===== src/rtl/calc_pkg.sv =====
// calc_pkg: shared types for the calculator sequencer.
// State encoding, operand-select / display-mode / error codes and a busy decode helper.
package calc_pkg;

   typedef enum logic [2:0] {
      ENTER_A,
      ENTER_B,
      CHECK,
      LAUNCH,
      WAIT_RES,
      CONVERT,
      SHOW,
      ERROR
   } state_t;

   typedef enum logic [1:0] {
      SEL_A       = 2'd0,
      SEL_B       = 2'd1,
      SEL_COMPUTE = 2'd2
   } sel_t;

   typedef enum logic [1:0] {
      DM_INPUT  = 2'd0,
      DM_RESULT = 2'd1,
      DM_ERROR  = 2'd2
   } disp_mode_t;

   typedef enum logic [1:0] {
      ERR_NONE    = 2'd0,
      ERR_BADOP   = 2'd1,
      ERR_TIMEOUT = 2'd2
   } err_t;

   // The sequencer counts as busy while an operation is being validated or computed.
   function automatic logic is_busy(input state_t s);
      return (s == CHECK) || (s == LAUNCH) || (s == WAIT_RES) || (s == CONVERT);
   endfunction

endpackage


===== src/rtl/calc_sequencer_if.sv =====
// calc_sequencer_if: handshake between the sequencer (master) and the
// arithmetic unit / display conversion pair (slave).
interface calc_sequencer_if #(
   parameter int OP_W = 11
);
   logic            start_out;
   logic [OP_W-1:0] op_latched;
   logic            conversion_en;
   logic            result_ready_in;
   logic            conversion_ready;

   modport master (
      output start_out,
      output op_latched,
      output conversion_en,
      input  result_ready_in,
      input  conversion_ready
   );

   modport slave (
      input  start_out,
      input  op_latched,
      input  conversion_en,
      output result_ready_in,
      output conversion_ready
   );
endinterface


===== src/rtl/calc_sequencer_seq_timer.sv =====
// seq_timer: clearable, enabled, saturating cycle counter.
// expired is high once the count has reached TIMEOUT_CYC-1.
module seq_timer #(
   parameter int CNT_W       = 20,
   parameter int TIMEOUT_CYC = 1_000_000
) (
   input  logic clk,
   input  logic reset,
   input  logic clear,
   input  logic enable,
   output logic expired
);

   logic [CNT_W-1:0] count;

   // Count up while enabled, stick at all-ones rather than wrap; clear has priority.
   always_ff @(posedge clk or negedge reset) begin
      if (!reset) begin
         count <= '0;
      end else if (clear) begin
         count <= '0;
      end else if (enable && (count != '1)) begin
         count <= count + CNT_W'(1);
      end
   end

   assign expired = (count >= CNT_W'(TIMEOUT_CYC - 1));

endmodule


===== src/rtl/calc_sequencer.sv =====
// calc_sequencer: operand entry, op validation, compute launch with timeout,
// display conversion request and display mode control.
// Optional macro CALC_CHAIN_EN: from SHOW, btn_next reuses the result as operand A
// and jumps to B entry (or straight to CHECK for a unary op), flagged by chain_out.
module calc_sequencer
   import calc_pkg::*;
#(
   parameter int              OP_W        = 11,
   parameter logic [OP_W-1:0] UNARY_MASK  = '0,
   parameter int              TIMEOUT_CYC = 1_000_000,
   parameter int              CNT_W       = 20
) (
   input  logic                    CLK100MHz,
   input  logic                    reset,
   input  logic                    btn_next,
   input  logic                    btn_clear,
   input  logic [OP_W-1:0]         operation_in,
   calc_sequencer_if.master        arith_if,
   output logic [1:0]              operand_selection,
   output logic [1:0]              display_mode_out,
   output logic                    busy,
   output logic [1:0]              error_code,
   output logic                    chain_out
);

   state_t          state_q, state_d;
   sel_t            sel_q, sel_d;
   disp_mode_t      dm_q, dm_d;
   err_t            err_q, err_d;
   logic            start_q, start_d;
   logic            conv_q, conv_d;
   logic            busy_q, busy_d;
   logic [OP_W-1:0] op_q, op_d;

   logic op_unary, op_onehot;
   logic timer_en, timer_clear, timer_expired;

   assign op_unary  = |(operation_in & UNARY_MASK);
   assign op_onehot = (operation_in != '0) &&
                      ((operation_in & (operation_in - OP_W'(1))) == '0);

   // The timer only runs in the two waiting states and restarts on every state change.
   assign timer_en    = (state_q == WAIT_RES) || (state_q == CONVERT);
   assign timer_clear = !timer_en || (state_d != state_q);

   seq_timer #(
      .CNT_W       (CNT_W),
      .TIMEOUT_CYC (TIMEOUT_CYC)
   ) u_timer (
      .clk     (CLK100MHz),
      .reset   (reset),
      .clear   (timer_clear),
      .enable  (timer_en),
      .expired (timer_expired)
   );

   // State register.
   always_ff @(posedge CLK100MHz or negedge reset) begin
      if (!reset) begin
         state_q <= ENTER_A;
      end else begin
         state_q <= state_d;
      end
   end

   // Next-state logic; clear beats everything, a result beats a simultaneous timeout.
   always_comb begin
      state_d = state_q;
      if (btn_clear) begin
         state_d = ENTER_A;
      end else begin
         case (state_q)
            ENTER_A:  if (btn_next) state_d = op_unary ? CHECK : ENTER_B;
            ENTER_B:  if (btn_next) state_d = CHECK;
            CHECK:    state_d = op_onehot ? LAUNCH : ERROR;
            LAUNCH:   state_d = WAIT_RES;
            WAIT_RES: begin
               if (arith_if.result_ready_in) state_d = CONVERT;
               else if (timer_expired)       state_d = ERROR;
            end
            CONVERT:  begin
               if (arith_if.conversion_ready) state_d = SHOW;
               else if (timer_expired)        state_d = ERROR;
            end
`ifdef CALC_CHAIN_EN
            SHOW:     if (btn_next) state_d = op_unary ? CHECK : ENTER_B;
`else
            SHOW:     if (btn_next) state_d = ENTER_A;
`endif
            ERROR:    if (btn_next) state_d = ENTER_A;
            default:  state_d = ENTER_A;
         endcase
      end
   end

   // Output decode from the upcoming state so every output is registered with the state.
   always_comb begin
      sel_d   = SEL_COMPUTE;
      dm_d    = DM_INPUT;
      err_d   = ERR_NONE;
      start_d = 1'b0;
      conv_d  = 1'b0;
      busy_d  = is_busy(state_d);
      op_d    = op_q;
      case (state_d)
         ENTER_A: sel_d = SEL_A;
         ENTER_B: sel_d = SEL_B;
         LAUNCH:  begin
            start_d = 1'b1;
            op_d    = operation_in;
         end
         CONVERT: conv_d = 1'b1;
         SHOW:    dm_d = DM_RESULT;
         ERROR:   begin
            dm_d = DM_ERROR;
            if (state_q == ERROR)      err_d = err_q;
            else if (state_q == CHECK) err_d = ERR_BADOP;
            else                       err_d = ERR_TIMEOUT;
         end
         default: ;
      endcase
   end

   // Output registers.
   always_ff @(posedge CLK100MHz or negedge reset) begin
      if (!reset) begin
         sel_q   <= SEL_A;
         dm_q    <= DM_INPUT;
         err_q   <= ERR_NONE;
         start_q <= 1'b0;
         conv_q  <= 1'b0;
         busy_q  <= 1'b0;
         op_q    <= '0;
      end else begin
         sel_q   <= sel_d;
         dm_q    <= dm_d;
         err_q   <= err_d;
         start_q <= start_d;
         conv_q  <= conv_d;
         busy_q  <= busy_d;
         op_q    <= op_d;
      end
   end

`ifdef CALC_CHAIN_EN
   logic chain_q;

   // Chain flag: set when a result is carried forward, dropped once CHECK is left or on clear.
   always_ff @(posedge CLK100MHz or negedge reset) begin
      if (!reset) begin
         chain_q <= 1'b0;
      end else if (btn_clear) begin
         chain_q <= 1'b0;
      end else if ((state_q == SHOW) && btn_next) begin
         chain_q <= 1'b1;
      end else if (state_q == CHECK) begin
         chain_q <= 1'b0;
      end
   end

   assign chain_out = chain_q;
`else
   assign chain_out = 1'b0;
`endif

   assign operand_selection      = sel_q;
   assign display_mode_out       = dm_q;
   assign error_code             = err_q;
   assign busy                   = busy_q;
   assign arith_if.start_out     = start_q;
   assign arith_if.conversion_en = conv_q;
   assign arith_if.op_latched    = op_q;

endmodule


===== src/flat_wrapper.sv =====
// flat-port wrapper written by rule: the top's interface ports become plain ports
module calc_sequencer_flat import calc_pkg::*;
#(
   parameter int              OP_W        = 11,
   parameter logic [OP_W-1:0] UNARY_MASK  = '0,
   parameter int              TIMEOUT_CYC = 1_000_000,
   parameter int              CNT_W       = 20
)
  (CLK100MHz, reset, btn_next, btn_clear, operation_in, operand_selection, display_mode_out, busy, error_code, chain_out, arith_if_start_out, arith_if_op_latched, arith_if_conversion_en, arith_if_result_ready_in, arith_if_conversion_ready);
  calc_sequencer_if #(.OP_W(OP_W)) arith_if_i ();
  input  logic CLK100MHz;
  input  logic reset;
  input  logic btn_next;
  input  logic btn_clear;
  input  logic [OP_W-1:0] operation_in;
  output logic [1:0] operand_selection;
  output logic [1:0] display_mode_out;
  output logic busy;
  output logic [1:0] error_code;
  output logic chain_out;
  output wire logic [$bits(arith_if_i.start_out)-1:0] arith_if_start_out;
  output wire logic [$bits(arith_if_i.op_latched)-1:0] arith_if_op_latched;
  output wire logic [$bits(arith_if_i.conversion_en)-1:0] arith_if_conversion_en;
  input wire logic [$bits(arith_if_i.result_ready_in)-1:0] arith_if_result_ready_in;
  input wire logic [$bits(arith_if_i.conversion_ready)-1:0] arith_if_conversion_ready;
  assign arith_if_start_out = arith_if_i.start_out;
  assign arith_if_op_latched = arith_if_i.op_latched;
  assign arith_if_conversion_en = arith_if_i.conversion_en;
  assign arith_if_i.result_ready_in = arith_if_result_ready_in;
  assign arith_if_i.conversion_ready = arith_if_conversion_ready;
  calc_sequencer #(.OP_W(OP_W), .UNARY_MASK(UNARY_MASK), .TIMEOUT_CYC(TIMEOUT_CYC), .CNT_W(CNT_W)) u_core (.CLK100MHz(CLK100MHz), .reset(reset), .btn_next(btn_next), .btn_clear(btn_clear), .operation_in(operation_in), .arith_if(arith_if_i), .operand_selection(operand_selection), .display_mode_out(display_mode_out), .busy(busy), .error_code(error_code), .chain_out(chain_out));
endmodule

===== config.mk =====
export PLATFORM = sky130hd
export DESIGN_NAME = calc_sequencer_flat
export DESIGN_NICKNAME = d
export VERILOG_FILES = /design/src/rtl/calc_pkg.sv /design/src/rtl/calc_sequencer_if.sv /design/src/rtl/calc_sequencer_seq_timer.sv /design/src/rtl/calc_sequencer.sv /design/src/flat_wrapper.sv
export SDC_FILE = /design/constraint.sdc
export NUM_CORES = 1
export LEC_CHECK = 0
export ABC_AREA = 1
export BUFFER_PORTS_ARGS = -buffer_cell sky130_fd_sc_hd__clkbuf_2
export CAP_MARGIN = 0
export CORE_MARGIN = 8
export CORE_UTILIZATION = 62
export DETAILED_ROUTE_END_ITERATION = 8
export GPL_ROUTABILITY_DRIVEN = 0
export HOLD_SLACK_MARGIN = 0.06
export PLACE_DENSITY_LB_ADDON = 0.1
export SYNTH_ARGS = -nofsm -noshare
export SYNTH_HDL_FRONTEND = slang
export SYNTH_HIERARCHICAL = 1
export SYNTH_SLANG_ARGS = --single-unit

===== constraint.sdc =====
create_clock -name CLK100MHz -period 6 [get_ports CLK100MHz]
set_clock_uncertainty 0.15 [all_clocks]
set_input_delay 0.6 -clock CLK100MHz [delete_from_list [all_inputs] [get_ports CLK100MHz]]
set_output_delay 0.6 -clock CLK100MHz [all_outputs]
set_load 0.03 [all_outputs]

**Word level (Yosys, flattened, before mapping)**

Cells that the tools add are included.

- Output and inout port bits: 21
- Register bits: 43
- Input bits: 17

- Reduce and logical (&&, ||, !) cells: 14
- Bitwise logic cells: 1
- Equality and inequality tests: 17
- Add/subtract/negate cells: 2
- Mux-type cells: 18
- Order comparisons: 1

Operator list:

| operator | count |
|---|---|
| two-way mux 20 bit | 2 |
| == test 3 bit (second input constant) | 8 |
| two-way mux 3 bit | 8 |
| one-hot mux 3 bit (7 select lines) | 1 |
| adder 20 x 1 -> 20 bit (second input constant) | 1 |
| greater-or-equal comparator 20 bit (second input constant) | 1 |
| != test 20 bit (second input constant) | 1 |
| == test 3 x 2 -> 1 bit (second input constant) | 4 |
| AND 11 bit | 1 |
| logical NOT 11 bit | 1 |
| nonzero test 11 bit | 1 |
| subtractor 11 x 1 -> 11 bit (second input constant) | 1 |
| one-hot mux 2 bit (2 select lines) | 2 |
| == test 3 x 1 -> 1 bit (second input constant) | 2 |
| logical NOT 3 bit | 2 |
| two-way mux 2 bit | 3 |
| logical OR 1 bit | 5 |
| != test 3 bit | 1 |
| logical AND 1 bit | 2 |
| two-way mux 1 bit | 2 |
| != test 2 bit (second input constant) | 1 |
| nonzero test 2 bit | 1 |
| OR reduction 2 bit | 1 |
| logical NOT 1 bit | 1 |

**Logic depth before layout (Yosys ltp)**

Gate-level depths: netlist of run 1.

- Word-level depth: 11
- Gate-level depth with buffers: 22
- Mapped depth without buffers: 20

**By module**

Netlist of run 1, hierarchy kept.

By module, submodules not included:

| module | area each (um2) | seq. area each (um2) | cells an instance | times used |
|---|---|---|---|---|
| seq_timer | 1447.6 | 500.5 | 211 | 1 |
| calc_sequencer | 1192.4 | 575.6 | 153 | 1 |

**Worst setup path before layout of run 1**

Ideal clock, no wire load.

- Path type: input to register
- Start point: input port operation_in[2]
- End point: register u_core.u_timer.count[19]
- Required time: 5.785 ns
- Slack: 3.302 ns
- Arrival: 2.483 ns
- Buffers on the path: 2
- Stages: 19
- Cells stage by stage: nor2_1 > nand2_1 > nor2_1 > nand2_1 > nand2_1 > nand2_1 > nand3_1 > nand2_1 > nand2_1 > nand2_2 > inv_1 > nand2_1 > buf_2 > inv_1 > clkbuf_1 > nand3_1 > inv_1 > nand2_1 > nand2_1

- Cells in the longest elaborated chain, start to end: 10
- Elaborated cells between the ends (all ways): 12
- Classes of those cells: add/sub (1); eq/ne (1); mux (4); bitwise (1); reduce/logical (5)

RTL lines:

| what | RTL line | RTL |
|---|---|---|
| from (decl) | flat_wrapper.sv:15 | `input logic [OP_W-1:0] operation_in;` |
| subtractor 11 x 1 -> 11 bit | calc_sequencer.sv:40 | `((operation_in & (operation_in - OP_W'(1))) == '0);` |
| AND 11 bit | calc_sequencer.sv:40 |  |
| logical NOT 11 bit | calc_sequencer.sv:40 |  |
| logical AND 1 bit * | calc_sequencer.sv:39 | `assign op_onehot = (operation_in != '0) &&` |
| two-way mux 3 bit * | calc_sequencer.sv:75 | `CHECK: state_d = op_onehot ? LAUNCH : ERROR;` |
| one-hot mux 3 bit (7 select lines) * | calc_sequencer.sv:72 | `case (state_q)` |
| two-way mux 3 bit * | calc_sequencer.sv:69 | `if (btn_clear) begin` |
| named net u_core.state_d[2] | calc_sequencer.sv:26 | `state_t state_q, state_d;` |
| != test 3 bit * | calc_sequencer.sv:44 | `assign timer_clear = !timer_en \|\| (state_d != state_q);` |
| logical OR 1 bit * | calc_sequencer.sv:44 |  |
| named net u_core.timer_clear | calc_sequencer.sv:36 | `logic timer_en, timer_clear, timer_expired;` |
| two-way mux 20 bit or nonzero test 2 bit (tied branches) | - |  |
| to (signal assigned) | calc_sequencer_seq_timer.sv:23 | `count <= count + CNT_W'(1);` |
| to (decl) | calc_sequencer_seq_timer.sv:14 | `logic [CNT_W-1:0] count;` |

Mark *: on every way through the listed nets, which the timed path passes. The rest lies on a longest branch.
A chain may end at the register's enable or synchronous reset.

**Worst setup path in the final report of run 1**

- Start point: register u_core.u_timer.count[6]
- End point: register u_core.u_timer.count[1]

- Cells in the longest elaborated chain, start to end: 8
- Elaborated cells between the ends (all ways): 12
- Classes of those cells: order compare (1); eq/ne (2); mux (6); reduce/logical (3)

RTL lines:

| what | RTL line | RTL |
|---|---|---|
| greater-or-equal comparator 20 bit * | calc_sequencer_seq_timer.sv:27 | `assign expired = (count >= CNT_W'(TIMEOUT_CYC - 1));` |
| named net u_core.timer_expired | calc_sequencer.sv:36 |  |
| two-way mux 3 bit * | calc_sequencer.sv:79, calc_sequencer.sv:83 |  |
| two-way mux 3 bit, on equally long branches | calc_sequencer.sv:82, calc_sequencer.sv:78 |  |
| one-hot mux 3 bit (7 select lines) * | calc_sequencer.sv:72 |  |
| two-way mux 3 bit * | calc_sequencer.sv:69 |  |
| named net u_core.state_d[1] | calc_sequencer.sv:26 |  |
| != test 3 bit * | calc_sequencer.sv:44 |  |
| logical OR 1 bit * | calc_sequencer.sv:44 |  |
| named net u_core.timer_clear | calc_sequencer.sv:36 |  |
| two-way mux 20 bit or nonzero test 2 bit (tied branches) | - |  |

Marked as above.

==> results of run 1 <==
## metrics by stage
stage                     setup slack [ps]  std cells  hold slack (ps)
after floorplan                       3302        364            154.4
after global placement                2665        442            312.2
after detailed placement              2622        442            318.2
after CTS                             2748        450            338.7
after global routing                  2366        450            355.4
final                                 2744        450            329.1
## power breakdown
part           internal (mW)  leakage (nW)  total (mW)  switching (mW)
combinational         0.0622         0.850       0.224           0.162
sequential             0.331         0.585       0.356          0.0246
clock                 0.0817        0.0422       0.175          0.0932
## worst min-delay path by stage
stage | from | endpoint | slack, ps | cells after the start
after CTS | u_core/arith_if.op_latched[7]$_DFFE_PN0P_ | u_core/arith_if.op_latched[7]$_DFFE_PN0P_ | 340 | 2
after global routing | u_core/arith_if.op_latched[0]$_DFFE_PN0P_ | u_core/arith_if.op_latched[0]$_DFFE_PN0P_ | 360 | 2
after detailed placement | u_core/arith_if.op_latched[7]$_DFFE_PN0P_ | u_core/arith_if.op_latched[7]$_DFFE_PN0P_ | 320 | 2
after global placement | u_core/arith_if.op_latched[7]$_DFFE_PN0P_ | u_core/arith_if.op_latched[7]$_DFFE_PN0P_ | 310 | 2
after floorplan | reset | u_core/arith_if.conversion_en$_DFF_PN0_ | 150 | 0
final | reset | u_core/arith_if.op_latched[0]$_DFFE_PN0P_ | 330 | 1
## metal layers
metal	vias to the layer above	routed length, microns	GRT usage, %
li1	1216	-	-
met3	13	279	4.305
met4	0	124	7.143
met2	65	2763	31.76
met5	-	0	0
met1	1080	2612	24.03
## sequential cells by signal, summed over array words and instances, names as in the netlist
signal                         flops
u_core/u_timer/count              20
u_core/arith_if.op_latched        11
u_core/state_q                     3
u_core/display_mode_out            2
u_core/error_code                  2
u_core/operand_selection           2
u_core/arith_if.conversion_en      1
u_core/arith_if.start_out          1
u_core/busy                        1
## kinds of logic after synthesis
kind of cell	after synthesis
adder cells (fa/ha/maj)	1
AO/OA/AOI/OAI	37
buffers and inverters	52
flip-flops	43
other	1
XOR/XNOR	9
AND/OR/NAND/NOR	221
## layout make-up
cell class              instances  area share [%]
multi-input cells             269           46.10
flip-flops and latches         43           37.05
repair buffers                 36           6.204
inverters                      44           5.687
clock buffers                   7           2.628
well taps                      50           2.154
clock inverters                 1          0.1723
## cells in the final DEF (no fill, tap or decap), drive strengths merged, types with 5 or more instances in the layout
master / n
a21oi: 8
clkbuf: 43
dfrtp: 43
inv: 44
nand2: 111
nand3: 42
nand4: 5
nor2: 55
nor3: 5
o21ai: 25
xor2: 7
==> results.md, run 1 <==
- Result of the run: finished clean
- Top area cells in the synthesized netlist: sky130_fd_sc_hd__dfrtp_1 41%, sky130_fd_sc_hd__nand2_1 14%, sky130_fd_sc_hd__nand3_1 7.6%, sky130_fd_sc_hd__nor2_1 7.1%, sky130_fd_sc_hd__inv_1 5.5%
- Global-route usage over all layers: 19.22%
- Area of the core: 4058 sq um
- Die Y: 81.26 microns
- Count of buffers added by post-CTS timing repair for setup: 0
- Post-synthesis cell area: 2640 sq um
- Basic-gate share of the synthesized area counting and, or, nand and nor cells: 38.29%
- Max Buffers Root-to-Sink: 2
- Minimum clock period after layout: 3256 ps
- Setup TNS: 0 ps
- Total of fill cells in the finished design: 341
- Number of distinct library cell variants in the gate-level netlist after synthesis: 33
- Initial Util: 65.06%
- Top fanout value on the critical path: 20
- Flip-flop cell with the highest count after synthesis: sky130_fd_sc_hd__dfrtp_1
- Largest net degree at the start of global routing: 44
- Worst relative slew slack: 30.62%
- Vias per cell: 5.276
- Area share of fa/ha/maj cells after synthesis: 0.4739%
- Destination of the worst register-to-register timing path: u_core/u_timer/count[1]$_DFFE_PN0P_
- # Max-Cap Violations: 0
- Main combinational cell family by area after synthesis: simple AND/OR/NAND/NOR gates
- Top cell family by delay on the critical path: simple AND/OR/NAND/NOR gates
- Fraction of registers with async set or reset after synthesis: 100.0%
- Number of nets produced by synthesis: 382
- Clock buffers created by TritonCTS: 5
- Number of DRC violations after detailed routing: 0
- Synthesized-area fraction occupied by xor and xnor cells: 2.986%
- Sequence of cells on the critical path: nor2_1 -> o211ai_1 -> nand2_1 -> nand3_1 -> nand3_1 -> nand4_1 -> nand2_2 -> inv_1 -> nor2_1 -> o21ai_0 -> a21oi_1 -> nand2_1 -> inv_1 -> nand3_1 -> inv_1 -> nand2_1 -> nand2_1
- Starting DRT DRC Count: 169
- Average routed wire per standard cell: 12.84 microns
- Share of the synthesized area in the top cell type: 40.76%
- Half-perimeter wire length after placement: 4.432 mm
- CTS Hold Buffers Added: 0
- Highest ir drop seen on vdd: 0.2766 mV
- Leakage Power: 1.477 nW
- Path depth of the worst reg2reg path: 17
- Clock-pin transition on the worst setup and hold timing paths: 80 ps
- CP Launch Point: u_core/u_timer/count[6]$_DFFE_PN0P_
- Total wire length: 5.779 mm
- Clock tree from TritonCTS: built
- Dominant cell type by area after synthesis: sky130_fd_sc_hd__dfrtp_1
- CTS Sinks: 43
- Cells after Synth: 364
- Depth of the critical timing path with buffers and inverters included: 17
- Combined buffer and inverter count along the critical path: 3
- Clock root cell: sky130_fd_sc_hd__clkbuf_8
- Maximum level of the CTS H-tree: 2
- Area used by multi-input combinational logic: 1339 sq um
- Compound-gate portion of the synthesized area: 8.815%
- Max-slew violation count: 0
- Critical Path Slowest Stage Cell: sky130_fd_sc_hd__inv_1
- Layout cells sized above 1: 19.00%
- Mux contribution to synthesized area: 0%
- Cell Pwr Density: 259.8 nW/um^2
- Avg Synthesized Cell Area: 7.253 sq um
- Initial antenna violation count: 0
- Total gr overflow: 0
- Total Die Area: 6602 sq um
- Slew @ Worst Pin: 1041 ps
- Diode insertion count for antenna repair: 0
- Total of cells resized after clock tree synthesis: 0
- Yosys Warn Count: 6
- Post-route cell area: 2904 sq um
- Area grow syn2layout: 10.00%
- Number of placement rows: 23
- Routed vias: 2,374
- Beginning of the worst register-to-register path: u_core/u_timer/count[6]$_DFFE_PN0P_
- Wire length of the first global-routing pass: 10.14 mm
- Share of synthesized area occupied by flip-flops and latches: 40.76%
- Endpoint class of the critical path: flip-flop
- Data required time at the worst endpoint: 6080 ps
- Sort of element at the start of the critical path: flip-flop
- Leading cell type by number of instances after synthesis: sky130_fd_sc_hd__nand2_1
- Register-to-Register Setup Slack: 2740 ps
- Total cell area at the placement stage: 2823 sq um
- Power, Total: 0.7546 mW
- Seq cells post-synth: 43
- Hold Vio Cnt, Final: 0
- Final layout net count: 417
- Final Core Density: 71.57%
- Fmax achieved: 307.1 MHz
- Die span in x: 81.26 microns
- Share of the cycle needed by the critical path after routing: 54.27%
- HP Class: input port to async pin
- Number of global-route vias before repair: 2,315
- Most used cell along the critical path: sky130_fd_sc_hd__nand2_1
- Number of enable flip-flop cells after synthesis: 0
- Worst skew pair latency: 290 ps
- Endpoints failing setup: 0
- Critical setup path kind: flip-flop to flip-flop
- Remaining antenna violation count after routing: 0
- Top-level I/O count: 38
- First-pass iteration count of the detailed router: 4
- Storage element area: 1076 sq um
- Signal arrival time at the worst endpoint: 3330 ps
- Critical Path Sink: u_core/u_timer/count[1]$_DFFE_PN0P_
- Largest stage delay on the critical path: 550 ps
- Buffers on Ports: 36
- RSZ-0062 raised after global routing: no
- Most used standard cells in the synthesized netlist: 101 x sky130_fd_sc_hd__nand2_1, 50 x sky130_fd_sc_hd__nor2_1, 43 x sky130_fd_sc_hd__dfrtp_1
Power figures use the tool's default switching activity.
==> run 2, diff against run 1 <==
- CORE_UTILIZATION: 62 -> 52
- clock period: 6 -> 2.95 ns (I/O delays scaled with it)
==> run 2 against run 1 <==
Against the previous run: first-iteration DRC count shrank 49%; sequential power grew 100%; combinational power grew 100%; non-clock buffer count grew 5; design area grew 2.8%; final cell count grew 5.6%; power grew 110%; via count grew 2.1%; worst setup slack lost 2400 ps; sequential cell count is the same.
==> results.md, run 2 (same netlist as run 1, synthesis figures left out) <==
- Diode insertion count for antenna repair: 0 (unchanged)
- Number of global-route vias before repair: 2,312 (was 2,315)
- Die span in x: 87.25 microns (was 81.26 microns)
- Largest stage delay on the critical path: 400 ps (was 550 ps)
- Top-level I/O count: 38 (unchanged)
- CTS Sinks: 43 (unchanged)
- Hold Vio Cnt, Final: 0 (unchanged)
- Share of the cycle needed by the critical path after routing: 88.87% (was 54.27%)
- Combined buffer and inverter count along the critical path: 2 (was 3)
- Half-perimeter wire length after placement: 4.569 mm (was 4.432 mm)
- Top fanout value on the critical path: 7 (was 20)
- Maximum level of the CTS H-tree: 2 (unchanged)
- RSZ-0062 raised after global routing: no (unchanged)
- Sequence of cells on the critical path: ha_1 -> nand2_1 -> nor2_2 -> nand3_1 -> nand3_1 -> nand3_1 -> nand4_1 -> nand2_2 -> inv_1 -> nor2_1 -> o21ai_0 -> a21oi_1 -> nand2_1 -> inv_1 -> nand3_1 -> o21ai_0 (was nor2_1 -> o211ai_1 -> nand2_1 -> nand3_1 -> nand3_1 -> nand4_1 -> nand2_2 -> inv_1 -> nor2_1 -> o21ai_0 -> a21oi_1 -> nand2_1 -> inv_1 -> nand3_1 -> inv_1 -> nand2_1 -> nand2_1)
- # Max-Cap Violations: 0 (unchanged)
- Total Die Area: 7613 sq um (was 6602 sq um)
- Critical Path Slowest Stage Cell: sky130_fd_sc_hd__dfrtp_1 (was sky130_fd_sc_hd__inv_1)
- Sort of element at the start of the critical path: flip-flop (unchanged)
- Non-filler instance count after layout: 475 (was 450)
- Initial Util: 52.70% (was 65.06%)
- Die Y: 87.25 microns (was 81.26 microns)
- Endpoint class of the critical path: flip-flop (unchanged)
- Layout cells sized above 1: 20.25% (was 19.00%)
- Average routed wire per standard cell: 12.54 microns (was 12.84 microns)
- Remaining antenna violation count after routing: 0 (unchanged)
- Area grow syn2layout: 13.13% (was 10.00%)
- Endpoints failing setup: 0 (unchanged)
- HP Class: input port to flip-flop (was input port to async pin)
- Fmax achieved: 381.4 MHz (was 307.1 MHz)
- Worst-case setup margin in the final layout: 328.3 ps (was 2744 ps)
- Cell Pwr Density: 527.4 nW/um^2 (was 259.8 nW/um^2)
- Power share of the combinational group: 29.0% (was 29.7%)
- Total instance count after detailed placement: 466 (was 442)
- Largest net degree at the start of global routing: 33 (was 44)
- Number of placement rows: 26 (was 23)
- First-pass iteration count of the detailed router: 4 (unchanged)
- Number of DRC violations after detailed routing: 0 (unchanged)
- CTS Hold Buffers Added: 1 (was 0)
- Vias per cell: 5.103 (was 5.276)
- Total gr overflow: 0 (unchanged)
- Count of buffers added by post-CTS timing repair for setup: 0 (unchanged)
- Most used cell along the critical path: sky130_fd_sc_hd__nand3_1 (was sky130_fd_sc_hd__nand2_1)
- Most common cell after layout, fill and taps aside: sky130_fd_sc_hd__nand2_1 (unchanged)
- Clock root cell: sky130_fd_sc_hd__clkbuf_8 (unchanged)
- Share of total power consumed by net switching: 36.97% (was 37.04%)
- Total of fill cells in the finished design: 491 (was 341)
- Leakage Power: 1.506 nW (was 1.477 nW)
- Top reg by flops: u_core/u_timer/count (unchanged)
- Clock-pin transition on the worst setup and hold timing paths: 80 ps (about the same)
- Flip-flop count of the largest register, all copies and words added: 20 (unchanged)
- Top library cells by usage in the layout, fill and taps aside: 101 x sky130_fd_sc_hd__nand2_1, 50 x sky130_fd_sc_hd__nor2_1, 43 x sky130_fd_sc_hd__dfrtp_1 (unchanged)
- Max-slew violation count: 0 (unchanged)
- Total wire length: 5.955 mm (was 5.779 mm)
- Setup TNS: 0 ps (unchanged)
- Worst relative slew slack: 60.57% (was 30.62%)
- Result of the run: finished clean (unchanged)
- Top cell family by delay on the critical path: simple AND/OR/NAND/NOR gates (unchanged)
- Data required time at the worst endpoint: 3010 ps (was 6080 ps)
- Minimum clock period after layout: 2622 ps (was 3256 ps)
- Internal power: 0.9928 mW (was 0.4751 mW)
- Max Buffers Root-to-Sink: 2 (unchanged)
- Initial antenna violation count: 0 (unchanged)
- Total of cells resized after clock tree synthesis: 0 (unchanged)
- Buffers on Ports: 36 (unchanged)
- Starting DRT DRC Count: 87 (was 169)
- Area of the core: 5010 sq um (was 4058 sq um)
- Clock tree from TritonCTS: built (unchanged)
- Seq pwr share: 45.9% (was 47.1%)
- Wire length of the first global-routing pass: 10.08 mm (was 10.14 mm)
- Setup WS pre-CTS: 325.4 ps (was 2622 ps)
- Routed vias: 2,424 (was 2,374)
- Highest ir drop seen on vdd: 0.4303 mV (was 0.2766 mV)
- Slew @ Worst Pin: 586.3 ps (was 1041 ps)
- Switching power summed over all nets: 0.5823 mW (was 0.2795 mW)
- Worst skew pair latency: 290 ps (about the same)
- Clock share of power: 25.1% (was 23.2%)
- Global-route usage over all layers: 16.56% (was 19.22%)
- Final layout net count: 422 (was 417)
- Critical setup path kind: flip-flop to flip-flop (unchanged)
- Final Core Density: 59.62% (was 71.57%)
- Signal arrival time at the worst endpoint: 2680 ps (was 3330 ps)
- Clock buffers created by TritonCTS: 5 (unchanged)
-- run 2: changes by cell type in the layout (fill, tap and decap cells not counted) --
cell                            change
sky130_fd_sc_hd__dlygate4sd3_1      +1
sky130_fd_sc_hd__clkbuf_1           -2
sky130_fd_sc_hd__buf_4              +4
sky130_fd_sc_hd__clkinvlp_4         +1
sky130_fd_sc_hd__clkbuf_8           +1
sky130_fd_sc_hd__clkinv_2           -1
sky130_fd_sc_hd__clkinv_4           +1
-- run 2: power by group through the flow --
stage | clock (mW) | combinational [mW] | sequential (mW)
after floorplan | 0 | 0.161 | 0.890
after global placement | 0 | 0.457 | 0.734
after detailed placement | 0 | 0.463 | 0.734
after CTS | 0.411 | 0.465 | 0.723
after global routing | 0.434 | 0.502 | 0.734
final | 0.395 | 0.457 | 0.723
-- run 2: path summary, 6_finish.rpt --
check	from	end	slack, ps	cells past startpoint
min	operation_in[3]	u_core/arith_if.op_latched[3]$_DFFE_PN0P_	90	3
max reg2reg	u_core/u_timer/count[1]$_DFFE_PN0P_	u_core/u_timer/count[13]$_DFFE_PN0P_	330	16
max in group asynchronous	reset	u_core/error_code[0]$_DFFE_PN0P_	1650	3
max	u_core/u_timer/count[1]$_DFFE_PN0P_	u_core/u_timer/count[13]$_DFFE_PN0P_	330	16
min in group asynchronous	reset	u_core/u_timer/count[8]$_DFFE_PN0P_	280	2
min reg2reg	u_core/arith_if.op_latched[1]$_DFFE_PN0P_	u_core/arith_if.op_latched[1]$_DFFE_PN0P_	340	2
-- run 2: final cells by class --
type                    count  area [sq um]  area share [%]
clock buffers               6         82.58           2.765
inverters                  44         165.2           5.530
multi-input cells         269          1339           44.83
well taps                  70         87.58           2.933
clock inverters             2         16.27          0.5446
repair buffers             41         220.2           7.373
flip-flops and latches     43          1076           36.03
-- run 2: layer usage --
metal	global-route usage [%]	vias up	wire, microns
met1	19.87	1113	2679
met2	26.86	71	2779
met3	4.811	8	384
met4	7.031	0	112
met5	0	-	0
li1	-	1232	-
-- run 2: worst reg2reg max path, stage by stage, from the launching register on --
cell and delay [ps]:
sky130_fd_sc_hd__dfrtp_1 400, sky130_fd_sc_hd__ha_1 220, sky130_fd_sc_hd__nand2_1 90, sky130_fd_sc_hd__nor2_2 70, sky130_fd_sc_hd__nand3_1 90, sky130_fd_sc_hd__nand3_1 120, sky130_fd_sc_hd__nand3_1 110, sky130_fd_sc_hd__nand4_1 100
sky130_fd_sc_hd__nand2_2 160, sky130_fd_sc_hd__inv_1 70, sky130_fd_sc_hd__nor2_1 70, sky130_fd_sc_hd__o21ai_0 70, sky130_fd_sc_hd__a21oi_1 120, sky130_fd_sc_hd__nand2_1 90, sky130_fd_sc_hd__inv_1 150, sky130_fd_sc_hd__nand3_1 240
sky130_fd_sc_hd__o21ai_0 230
-- run 2: per-stage QoR --
step / hold slack (ps) / cell area [sq um] / total power, mW
after floorplan: -150.6 / 2640 / 1.050
after global placement: 60.99 / 2878 / 1.191
after detailed placement: 65.53 / 2878 / 1.197
after CTS: 87.83 / 2987 / 1.600
after global routing: 92.61 / 2987 / 1.670
final: 92.34 / 2987 / 1.575
